[config.mk]
export PLATFORM = sky130hd
export DESIGN_NAME = of_action_applier
export DESIGN_NICKNAME = d
export VERILOG_FILES = /design/src/rtl/of_action_applier_pkg.sv /design/src/rtl/fallthrough_small_fifo.sv /design/src/rtl/of_action_applier_regs.sv /design/src/rtl/of_action_applier.sv
export SDC_FILE = /design/constraint.sdc
export NUM_CORES = 1
export LEC_CHECK = 0
export BUFFER_PORTS_ARGS = -buffer_cell sky130_fd_sc_hd__buf_2
export CORE_MARGIN = 2
export CORE_UTILIZATION = 40
export CTS_CLUSTER_SIZE = 25
export DETAILED_ROUTE_END_ITERATION = 6
export SYNTH_ARGS = -nofsm -noshare
export SYNTH_HDL_FRONTEND = slang
export SYNTH_SLANG_ARGS = --single-unit
[constraint.sdc]
create_clock -name clk -period 28.3 [get_ports clk]
set_input_delay 2.83 -clock clk [delete_from_list [all_inputs] [get_ports clk]]
set_output_delay 2.83 -clock clk [all_outputs]
set_load 0.1 [all_outputs]
[src/rtl/of_action_applier_pkg.sv]
// Shared definitions for the OpenFlow action applier.
//   - action_ctrl bit indices
//   - IOQ header ctrl code and destination-port field position
//   - register offsets of the statistics/status block
//   - main FSM state encoding
package of_action_applier_pkg;

    // action_ctrl = {drop, set_dl_src, set_dl_dst}
    localparam int ACT_SET_DL_DST = 0;
    localparam int ACT_SET_DL_SRC = 1;
    localparam int ACT_DROP       = 2;
    localparam int ACT_CTRL_WIDTH = 3;

    // IOQ module header: ctrl code and the dst-port bitmap field inside it
    localparam logic [7:0] IOQ_CTRL      = 8'hFF;
    localparam int         IOQ_DST_LO    = 48;
    localparam int         IOQ_DST_WIDTH = 16;

    // Register ring geometry
    localparam int UDP_REG_ADDR_WIDTH = 23;
    localparam int CPCI_DATA_WIDTH    = 32;

    localparam logic [1:0] REG_OFF_PKTS_FWD     = 2'd0;
    localparam logic [1:0] REG_OFF_PKTS_DROP    = 2'd1;
    localparam logic [1:0] REG_OFF_ACT_OVERFLOW = 2'd2;
    localparam logic [1:0] REG_OFF_ERR          = 2'd3;

    typedef enum logic [2:0] {
        ST_IDLE,
        ST_HDR,
        ST_W1,
        ST_W2,
        ST_BODY,
        ST_DROP
    } state_t;

endpackage

[src/rtl/fallthrough_small_fifo.sv]
// Small first-word-fall-through FIFO.
//   din/wr_en     : write port; a write while full is discarded
//   dout/rd_en    : head word is visible on dout whenever empty=0; rd_en pops it
//   full          : DEPTH words stored
//   nearly_full   : DEPTH-1 or more words stored
//   empty         : no words stored
// reset is asynchronous, active-low, and empties the FIFO.
module fallthrough_small_fifo #(
    parameter int WIDTH      = 72,
    parameter int DEPTH_BITS = 3
) (
    input  logic             clk,
    input  logic             reset,
    input  logic [WIDTH-1:0] din,
    input  logic             wr_en,
    input  logic             rd_en,
    output logic [WIDTH-1:0] dout,
    output logic             full,
    output logic             nearly_full,
    output logic             empty
);

    localparam int DEPTH = 1 << DEPTH_BITS;
    localparam logic [DEPTH_BITS:0] FULL_COUNT   = {1'b1, {DEPTH_BITS{1'b0}}};
    localparam logic [DEPTH_BITS:0] NEARLY_COUNT = FULL_COUNT - 1'b1;

    logic [WIDTH-1:0]      mem [DEPTH];
    logic [DEPTH_BITS-1:0] wr_ptr_reg;
    logic [DEPTH_BITS-1:0] rd_ptr_reg;
    logic [DEPTH_BITS:0]   count_reg;
    logic                  wr_ok;
    logic                  rd_ok;

    assign full        = (count_reg == FULL_COUNT);
    assign nearly_full = (count_reg >= NEARLY_COUNT);
    assign empty       = (count_reg == '0);
    assign wr_ok       = wr_en && !full;
    assign rd_ok       = rd_en && !empty;

    // Head must be visible without a read cycle, so the read is asynchronous.
    assign dout = mem[rd_ptr_reg];

    always_ff @(posedge clk) begin
        if (wr_ok) begin
            mem[wr_ptr_reg] <= din;
        end
    end

    always_ff @(posedge clk or negedge reset) begin
        if (!reset) begin
            wr_ptr_reg <= '0;
            rd_ptr_reg <= '0;
            count_reg  <= '0;
        end else begin
            if (wr_ok) wr_ptr_reg <= wr_ptr_reg + 1'b1;
            if (rd_ok) rd_ptr_reg <= rd_ptr_reg + 1'b1;
            case ({wr_ok, rd_ok})
                2'b10:   count_reg <= count_reg + 1'b1;
                2'b01:   count_reg <= count_reg - 1'b1;
                default: count_reg <= count_reg;
            endcase
        end
    end

endmodule

[src/rtl/of_action_applier_regs.sv]
// Statistics/status block and UDP register ring slave for of_action_applier.
//   pkt_fwd_inc / pkt_drop_inc : one-cycle pulses per forwarded / dropped packet
//   act_ovf_inc                : action write discarded (counts + sets ERR[0])
//   pkt_ovf_set                : packet word discarded (sets ERR[1])
//   reg_*_in / reg_*_out       : register ring, one cycle of latency
// Offsets from REG_BASE_ADDR: 0 pkts_fwd, 1 pkts_drop, 2 act_overflow, 3 ERR.
// A write to offset 3 clears ERR; a clear beats a same-cycle set.
module of_action_applier_regs
    import of_action_applier_pkg::*;
#(
    parameter int REG_BASE_ADDR     = 0,
    parameter int UDP_REG_SRC_WIDTH = 2
) (
    input  logic                          clk,
    input  logic                          reset,
    input  logic                          pkt_fwd_inc,
    input  logic                          pkt_drop_inc,
    input  logic                          act_ovf_inc,
    input  logic                          pkt_ovf_set,
    input  logic                          reg_req_in,
    input  logic                          reg_ack_in,
    input  logic                          reg_rd_wr_L_in,
    input  logic [UDP_REG_ADDR_WIDTH-1:0] reg_addr_in,
    input  logic [CPCI_DATA_WIDTH-1:0]    reg_data_in,
    input  logic [UDP_REG_SRC_WIDTH-1:0]  reg_src_in,
    output logic                          reg_req_out,
    output logic                          reg_ack_out,
    output logic                          reg_rd_wr_L_out,
    output logic [UDP_REG_ADDR_WIDTH-1:0] reg_addr_out,
    output logic [CPCI_DATA_WIDTH-1:0]    reg_data_out,
    output logic [UDP_REG_SRC_WIDTH-1:0]  reg_src_out
);

    localparam logic [UDP_REG_ADDR_WIDTH-1:0] BASE = UDP_REG_ADDR_WIDTH'(REG_BASE_ADDR);

    logic [31:0]                   pkts_fwd_reg;
    logic [31:0]                   pkts_drop_reg;
    logic [31:0]                   act_overflow_reg;
    logic [1:0]                    err_reg;
    logic [UDP_REG_ADDR_WIDTH-1:0] offset;
    logic                          hit;
    logic                          err_clear;
    logic [31:0]                   rd_value;

    // Offset computed by subtraction so the base need not be 4-aligned.
    assign offset    = reg_addr_in - BASE;
    assign hit       = reg_req_in && !reg_ack_in &&
                       (offset[UDP_REG_ADDR_WIDTH-1:2] == '0);
    assign err_clear = hit && !reg_rd_wr_L_in && (offset[1:0] == REG_OFF_ERR);

    always_comb begin
        rd_value = '0;
        case (offset[1:0])
            REG_OFF_PKTS_FWD:     rd_value = pkts_fwd_reg;
            REG_OFF_PKTS_DROP:    rd_value = pkts_drop_reg;
            REG_OFF_ACT_OVERFLOW: rd_value = act_overflow_reg;
            default:              rd_value = {30'd0, err_reg};
        endcase
    end

    always_ff @(posedge clk or negedge reset) begin
        if (!reset) begin
            pkts_fwd_reg     <= '0;
            pkts_drop_reg    <= '0;
            act_overflow_reg <= '0;
            err_reg          <= '0;
        end else begin
            if (pkt_fwd_inc)  pkts_fwd_reg     <= pkts_fwd_reg + 32'd1;
            if (pkt_drop_inc) pkts_drop_reg    <= pkts_drop_reg + 32'd1;
            if (act_ovf_inc)  act_overflow_reg <= act_overflow_reg + 32'd1;
            if (err_clear) begin
                err_reg <= '0;
            end else begin
                err_reg <= err_reg | {pkt_ovf_set, act_ovf_inc};
            end
        end
    end

    always_ff @(posedge clk or negedge reset) begin
        if (!reset) begin
            reg_req_out     <= 1'b0;
            reg_ack_out     <= 1'b0;
            reg_rd_wr_L_out <= 1'b0;
            reg_addr_out    <= '0;
            reg_data_out    <= '0;
            reg_src_out     <= '0;
        end else begin
            reg_req_out     <= reg_req_in;
            reg_ack_out     <= reg_ack_in | hit;
            reg_rd_wr_L_out <= reg_rd_wr_L_in;
            reg_addr_out    <= reg_addr_in;
            reg_data_out    <= (hit && reg_rd_wr_L_in) ? rd_value : reg_data_in;
            reg_src_out     <= reg_src_in;
        end
    end

endmodule

[src/rtl/of_action_applier.sv]
// Applies matcher action records to buffered packets.
//   in_data/in_ctrl/in_wr/in_rdy     : packet words from the matcher
//   action_data/ctrl/valid/rdy       : one action record per packet
//                                      data = {dst_bitmap, new_dl_dst, new_dl_src}
//                                      ctrl = {drop, set_dl_src, set_dl_dst}
//   out_data/out_ctrl/out_wr/out_rdy : registered packet words to the output queues
//   reg_*_in / reg_*_out             : UDP register ring (see of_action_applier_regs)
// reset is asynchronous, active-low. MAC rewrite offsets assume DATA_WIDTH=64.
module of_action_applier
    import of_action_applier_pkg::*;
#(
    parameter int DATA_WIDTH          = 64,
    parameter int CTRL_WIDTH          = DATA_WIDTH / 8,
    parameter int NUM_OUTPUT_QUEUES   = 8,
    parameter int PKT_FIFO_DEPTH_BITS = 3,
    parameter int ACT_FIFO_DEPTH_BITS = 2,
    parameter int REG_BASE_ADDR       = 0,
    parameter int UDP_REG_SRC_WIDTH   = 2
) (
    input  logic                          clk,
    input  logic                          reset,
    input  logic [DATA_WIDTH-1:0]         in_data,
    input  logic [CTRL_WIDTH-1:0]         in_ctrl,
    input  logic                          in_wr,
    output logic                          in_rdy,
    input  logic [NUM_OUTPUT_QUEUES+95:0] action_data,
    input  logic [ACT_CTRL_WIDTH-1:0]     action_ctrl,
    input  logic                          action_valid,
    output logic                          action_rdy,
    output logic [DATA_WIDTH-1:0]         out_data,
    output logic [CTRL_WIDTH-1:0]         out_ctrl,
    output logic                          out_wr,
    input  logic                          out_rdy,
    input  logic                          reg_req_in,
    input  logic                          reg_ack_in,
    input  logic                          reg_rd_wr_L_in,
    input  logic [UDP_REG_ADDR_WIDTH-1:0] reg_addr_in,
    input  logic [CPCI_DATA_WIDTH-1:0]    reg_data_in,
    input  logic [UDP_REG_SRC_WIDTH-1:0]  reg_src_in,
    output logic                          reg_req_out,
    output logic                          reg_ack_out,
    output logic                          reg_rd_wr_L_out,
    output logic [UDP_REG_ADDR_WIDTH-1:0] reg_addr_out,
    output logic [CPCI_DATA_WIDTH-1:0]    reg_data_out,
    output logic [UDP_REG_SRC_WIDTH-1:0]  reg_src_out
);

    localparam int PKT_WIDTH = CTRL_WIDTH + DATA_WIDTH;
    localparam int ACT_WIDTH = ACT_CTRL_WIDTH + NUM_OUTPUT_QUEUES + 96;

    // FIFO interfaces
    logic [PKT_WIDTH-1:0] pkt_dout;
    logic                 pkt_full, pkt_nearly_full, pkt_empty, pkt_rd;
    logic [ACT_WIDTH-1:0] act_dout;
    logic                 act_full, act_nearly_full, act_empty, act_rd;

    // Head word and head action fields
    logic [CTRL_WIDTH-1:0]        head_ctrl;
    logic [DATA_WIDTH-1:0]        head_data;
    logic                         head_is_data;
    logic [ACT_CTRL_WIDTH-1:0]    act_ctrl;
    logic [NUM_OUTPUT_QUEUES-1:0] act_bitmap;
    logic [47:0]                  act_dst;
    logic [47:0]                  act_src;
    logic [IOQ_DST_WIDTH-1:0]     dst_field;

    // FSM and datapath
    state_t                state_reg, state_next;
    logic                  seen_data_reg, seen_data_next;
    logic                  emit, fwd_ok;
    logic                  fwd_inc, drop_inc;
    logic [DATA_WIDTH-1:0] word_next;
    logic                  out_wr_reg;
    logic [DATA_WIDTH-1:0] out_data_reg;
    logic [CTRL_WIDTH-1:0] out_ctrl_reg;

    fallthrough_small_fifo #(
        .WIDTH      (PKT_WIDTH),
        .DEPTH_BITS (PKT_FIFO_DEPTH_BITS)
    ) u_pkt_fifo (
        .clk         (clk),
        .reset       (reset),
        .din         ({in_ctrl, in_data}),
        .wr_en       (in_wr),
        .rd_en       (pkt_rd),
        .dout        (pkt_dout),
        .full        (pkt_full),
        .nearly_full (pkt_nearly_full),
        .empty       (pkt_empty)
    );

    fallthrough_small_fifo #(
        .WIDTH      (ACT_WIDTH),
        .DEPTH_BITS (ACT_FIFO_DEPTH_BITS)
    ) u_act_fifo (
        .clk         (clk),
        .reset       (reset),
        .din         ({action_ctrl, action_data}),
        .wr_en       (action_valid),
        .rd_en       (act_rd),
        .dout        (act_dout),
        .full        (act_full),
        .nearly_full (act_nearly_full),
        .empty       (act_empty)
    );

    assign in_rdy     = !pkt_nearly_full;
    assign action_rdy = !act_nearly_full;

    assign {head_ctrl, head_data} = pkt_dout;
    assign head_is_data = (head_ctrl == '0);
    assign act_ctrl     = act_dout[ACT_WIDTH-1 -: ACT_CTRL_WIDTH];
    assign act_bitmap   = act_dout[NUM_OUTPUT_QUEUES+95:96];
    assign act_dst      = act_dout[95:48];
    assign act_src      = act_dout[47:0];
    assign dst_field    = IOQ_DST_WIDTH'(act_bitmap);
    assign fwd_ok       = !pkt_empty && out_rdy;

    always_ff @(posedge clk or negedge reset) begin
        if (!reset) begin
            state_reg     <= ST_IDLE;
            seen_data_reg <= 1'b0;
            out_wr_reg    <= 1'b0;
            out_data_reg  <= '0;
            out_ctrl_reg  <= '0;
        end else begin
            state_reg     <= state_next;
            seen_data_reg <= seen_data_next;
            out_wr_reg    <= emit;
            if (emit) begin
                out_data_reg <= word_next;
                out_ctrl_reg <= head_ctrl;
            end
        end
    end

    always_comb begin
        state_next     = state_reg;
        seen_data_next = seen_data_reg;
        pkt_rd         = 1'b0;
        act_rd         = 1'b0;
        emit           = 1'b0;
        fwd_inc        = 1'b0;
        drop_inc       = 1'b0;
        word_next      = head_data;
        case (state_reg)
            ST_IDLE: begin
                seen_data_next = 1'b0;
                if (!pkt_empty && !act_empty) begin
                    state_next = act_ctrl[ACT_DROP] ? ST_DROP : ST_HDR;
                end
            end
            ST_HDR: begin
                if (!pkt_empty) begin
                    // First data word is left in the FIFO so W1 handles it.
                    if (head_is_data) begin
                        state_next = ST_W1;
                    end else if (out_rdy) begin
                        pkt_rd = 1'b1;
                        emit   = 1'b1;
                        if (head_ctrl == IOQ_CTRL) begin
                            word_next[IOQ_DST_LO +: IOQ_DST_WIDTH] = dst_field;
                        end
                    end
                end
            end
            ST_W1: begin
                if (fwd_ok) begin
                    pkt_rd     = 1'b1;
                    emit       = 1'b1;
                    state_next = ST_W2;
                    if (act_ctrl[ACT_SET_DL_DST]) word_next[63:16] = act_dst;
                    if (act_ctrl[ACT_SET_DL_SRC]) word_next[15:0]  = act_src[47:32];
                end
            end
            ST_W2: begin
                if (fwd_ok) begin
                    pkt_rd = 1'b1;
                    emit   = 1'b1;
                    if (act_ctrl[ACT_SET_DL_SRC]) word_next[63:32] = act_src[31:0];
                    // W1 was data, so a ctrl!=0 word here is already the EOP.
                    if (head_is_data) begin
                        state_next = ST_BODY;
                    end else begin
                        act_rd     = 1'b1;
                        fwd_inc    = 1'b1;
                        state_next = ST_IDLE;
                    end
                end
            end
            ST_BODY: begin
                if (fwd_ok) begin
                    pkt_rd = 1'b1;
                    emit   = 1'b1;
                    if (!head_is_data) begin
                        act_rd     = 1'b1;
                        fwd_inc    = 1'b1;
                        state_next = ST_IDLE;
                    end
                end
            end
            ST_DROP: begin
                // Dropped words never reach the output, so out_rdy is ignored.
                if (!pkt_empty) begin
                    pkt_rd = 1'b1;
                    if (head_is_data) begin
                        seen_data_next = 1'b1;
                    end else if (seen_data_reg) begin
                        act_rd     = 1'b1;
                        drop_inc   = 1'b1;
                        state_next = ST_IDLE;
                    end
                end
            end
            default: state_next = ST_IDLE;
        endcase
    end

    assign out_wr   = out_wr_reg;
    assign out_data = out_data_reg;
    assign out_ctrl = out_ctrl_reg;

    of_action_applier_regs #(
        .REG_BASE_ADDR     (REG_BASE_ADDR),
        .UDP_REG_SRC_WIDTH (UDP_REG_SRC_WIDTH)
    ) u_regs (
        .clk             (clk),
        .reset           (reset),
        .pkt_fwd_inc     (fwd_inc),
        .pkt_drop_inc    (drop_inc),
        .act_ovf_inc     (action_valid && act_full),
        .pkt_ovf_set     (in_wr && pkt_full),
        .reg_req_in      (reg_req_in),
        .reg_ack_in      (reg_ack_in),
        .reg_rd_wr_L_in  (reg_rd_wr_L_in),
        .reg_addr_in     (reg_addr_in),
        .reg_data_in     (reg_data_in),
        .reg_src_in      (reg_src_in),
        .reg_req_out     (reg_req_out),
        .reg_ack_out     (reg_ack_out),
        .reg_rd_wr_L_out (reg_rd_wr_L_out),
        .reg_addr_out    (reg_addr_out),
        .reg_data_out    (reg_data_out),
        .reg_src_out     (reg_src_out)
    );

endmodule
==> flow_summary.yaml <==
logic_synthesis:
  synth_edf_count: 1004
  ys_ff_latch: 1256
  syn-cell-area_mm2: 0.0490
  syn_nets: 2949
  synthFlopType: "edfxtp_1"
  synth_cell_types: 62
  synth-seq-area-share_pct: 74.4
  syn_area_per_cell_um2: 18.2
  async_flop_share_pct: 20.1
  yosysWarnings: 0
  syn_inst: 2690
status:
  status: "completed"
critical_path:
  cp_slowest_stage_delay_ns: 0.83
  critPathCapture: "u_act_fifo.mem[2][67]"
  reg2reg_slack_ns: 23.44
  rr_endpoint: "u_pkt_fifo.count_reg[3]"
  timing.rr.start: "u_pkt_fifo.rd_ptr_reg[1]"
  path_class: "primary input to flop"
  crit_buf_inv: 3
  crit_arrival_ns: 5.47
  r2r_cells: 12
  cp-start-kind: "primary input"
  required_ns: 28.66
  critPathSlowestCell: "buf_4"
  crit_fanout: 60
  crit_chain: "buf_2, inv_1, a31oi_1, and2_4, buf_4"
  crit_start: "action_valid"
  crit_family: "buffers and inverters"
  path_depth: 5
  end_kind: "flop"
sta:
  tightest_slew_ns: 1.07
  final.setup.tns_ns: 0
  setup_ws_ns: 23.20
  slew_violations: 0
  rsz0062_at_grt: "false"
  max_slew_margin_pct: 28.5
  fmax_mhz: 196
  setup_violations: 0
  fin_worst_skew_ns: 0.0370
  period_share_pct: 18.0
  fin_crit_ns: 5.10
  final_hold_viol_count: 0
drt:
  first_pass_iters: 5
  wl_per_cell_um: 24.6
  wl_um: 119000
  drt_iter0_markers: 2003
  viasPerCell: 5.34
  vias: 25900
  postRouteAntennaNets: 0
  drc_errors: 0
global_route:
  grt_start_max_net_pins: 90
  grt_pass1_vias: 26100
  grtUsageTotal_pct: 19.1
  grt_pass1_wl_um: 176000
  antenna_found_initial: 73
  globalRouteOverflowTotal: 0
floorplan:
  ios: 379
  start_util_pct: 40.3
  die_area_mm2: 0.125
  rows: 128
  die_x_um: 354
  core_area_mm2: 0.122
  die_h_um: 354
cts:
  insertion_delay_ns: 0.75
  clkTransAtPathRegs_ns: 0.06
  post_cts_buffers: 0
  cts_resized: 0
  cts_tree: "done"
  cts.path.max_buffers: 3
  h-tree-depth: 4
  cts_hold_buffers: 0
  cts_buffers: 133
  cts.sinks: 1256
  cts-root-buf: "clkbuf_16"
placed_design:
  gp_congestion: 0.779
  io_buffers: 378
  place_ws_ns: 22.43
  place_area_mm2: 0.0526
  hpwl_um: 75400
power:
  leakage_uw: 0.0202
  seqPwrFrac_pct: 41.8
  total_power_uw: 6080
  power.density_mw_per_mm2: 107
  ir_worst_vdd_v: 0.0000761
  p_int_uw: 3930
  pwr-share-comb_pct: 30.5
  power_switching_uw: 2150
  clkPwrFrac_pct: 27.7
  switching_share_pct: 35.4
cells_and_area:
  synthToLayoutAreaGrowth_pct: 16.3
  nFillCells: 10300
  layout-drive-gt1-share_pct: 27.1
  num-nets-final: 3360
  post-route-util_pct: 46.8
  largest_reg_flops: 576
  final_area_mm2: 0.0569
job:
  maxCapViolations: 0
worst_hold_path:
  hold_path.class: "flop to flop"
==> area by class of cell <==
class                   instances  area [um2]  area share, %
flip-flops and latches       1256       36500           64.1
multi-input cells            1275       11900           20.8
clock buffers                 195        3780           6.63
repair buffers                417        2190           3.85
well taps                    1625        2030           3.57
clock inverters                47         492          0.864
inverters                      18        67.6          0.119
diodes                         13        32.5         0.0571
==> worst reg2reg max path, cell delays in order, from the launching register on <==
cell       delay (ns)
dfrtp_4          0.88
buf_4            0.76
mux2i_2          0.61
o2111ai_2        0.41
nor2_2           0.53
o31ai_1          0.28
ha_1             0.30
ha_1             0.28
a21o_1           0.17
a21oi_1          0.17
xnor2_1          0.13
nor2_1           0.07
xor2_1           0.14
==> power groups by stage <==
stage	sequential (uW)	clock (uW)	combinational, uW
detailed placement	2580	0	1880
global placement	2580	0	1870
finish	2540	1690	1850
global route	2580	1800	1980
floorplan	2880	0	1060
CTS	2550	1730	1890
==> cell families (layout without fill, tap and decap cells) <==
kind of cell	after synthesis	count (layout)	share of synthesized area (%)
flops	1256	1256	74.4
simple gates	456	456	4.40
compound gates	361	361	4.72
mux	336	336	12.6
buf+inv	159	677	1.51
xor+xnor	107	107	1.91
fa+ha+maj	15	15	0.414
other cells	0	13	0
==> stage by stage <==
stage          hold slack, ns  instances
2_1_floorplan           0.445       2690
3_5_place_dp            0.462       4591
6_report                0.468       4846
5_1_grt                 0.491       4837
3_3_place_gp            0.459       4591
4_1_cts                 0.475       4833
==> layout by cell type (no fill, tap or decap), types with 13 or more instances in the layout <==
| master | netlist | routed |
|---|---|---|
| clkinv_2 | 0 | 18 |
| inv_1 | 17 | 17 |
| nand2_1 | 154 | 154 |
| nor4_1 | 15 | 13 |
| buf_4 | 10 | 39 |
| nor2_1 | 129 | 127 |
| a211oi_1 | 39 | 39 |
| xnor2_1 | 73 | 73 |
| a22oi_1 | 36 | 36 |
| mux4_2 | 219 | 219 |
| and3_1 | 24 | 23 |
| a221oi_1 | 36 | 36 |
| clkbuf_1 | 73 | 45 |
| o21ai_0 | 29 | 29 |
| nand4_1 | 18 | 18 |
| xor2_1 | 34 | 34 |
| edfxtp_1 | 1004 | 1004 |
| dfrtp_1 | 252 | 247 |
| mux2i_1 | 103 | 103 |
| ha_1 | 13 | 13 |
| o21ai_1 | 58 | 58 |
| nand3_1 | 38 | 38 |
| a21oi_1 | 111 | 111 |
| clkbuf_16 | 0 | 137 |
| diode_2 | 0 | 13 |
| clkbuf_8 | 0 | 13 |
| buf_2 | 34 | 377 |
==> per-layer routing <==
metal	GRT usage (%)	up-vias	wire length, um
met2	30.2	689	57000
li1	-	11500	-
met4	4.92	74	2460
met3	5.66	243	9480
met5	0	-	469
met1	25.9	13400	50000
==> worst min-delay path by stage <==
stage / from / endpoint / slack, ns / cells after the start
6_report: out_ctrl[0] / out_ctrl[0] / 0.47 / 2
5_1_grt: out_ctrl[0] / out_ctrl[0] / 0.49 / 2
4_1_cts: u_regs.pkts_fwd_reg[31] / u_regs.pkts_fwd_reg[31] / 0.47 / 1
3_5_place_dp: out_ctrl[0] / out_ctrl[0] / 0.46 / 2
3_3_place_gp: out_ctrl[4] / out_ctrl[4] / 0.46 / 2
2_1_floorplan: u_regs.pkts_fwd_reg[31] / u_regs.pkts_fwd_reg[31] / 0.44 / 1
==> synthesized netlist by cell type, types with 38 or more instances <==
library cell,n,share of area [%]
mux2i_1,103,2.1
edfxtp_1,1004,62
nand2_1,154,1.2
clkbuf_1,73,0.56
dfrtp_1,252,13
mux4_2,219,10
o21ai_1,58,0.59
a211oi_1,39,0.60
nand3_1,38,0.39
a21oi_1,111,1.1
nor2_1,129,0.99
xnor2_1,73,1.3
No activity file was read; power rests on OpenSTA's default activity.
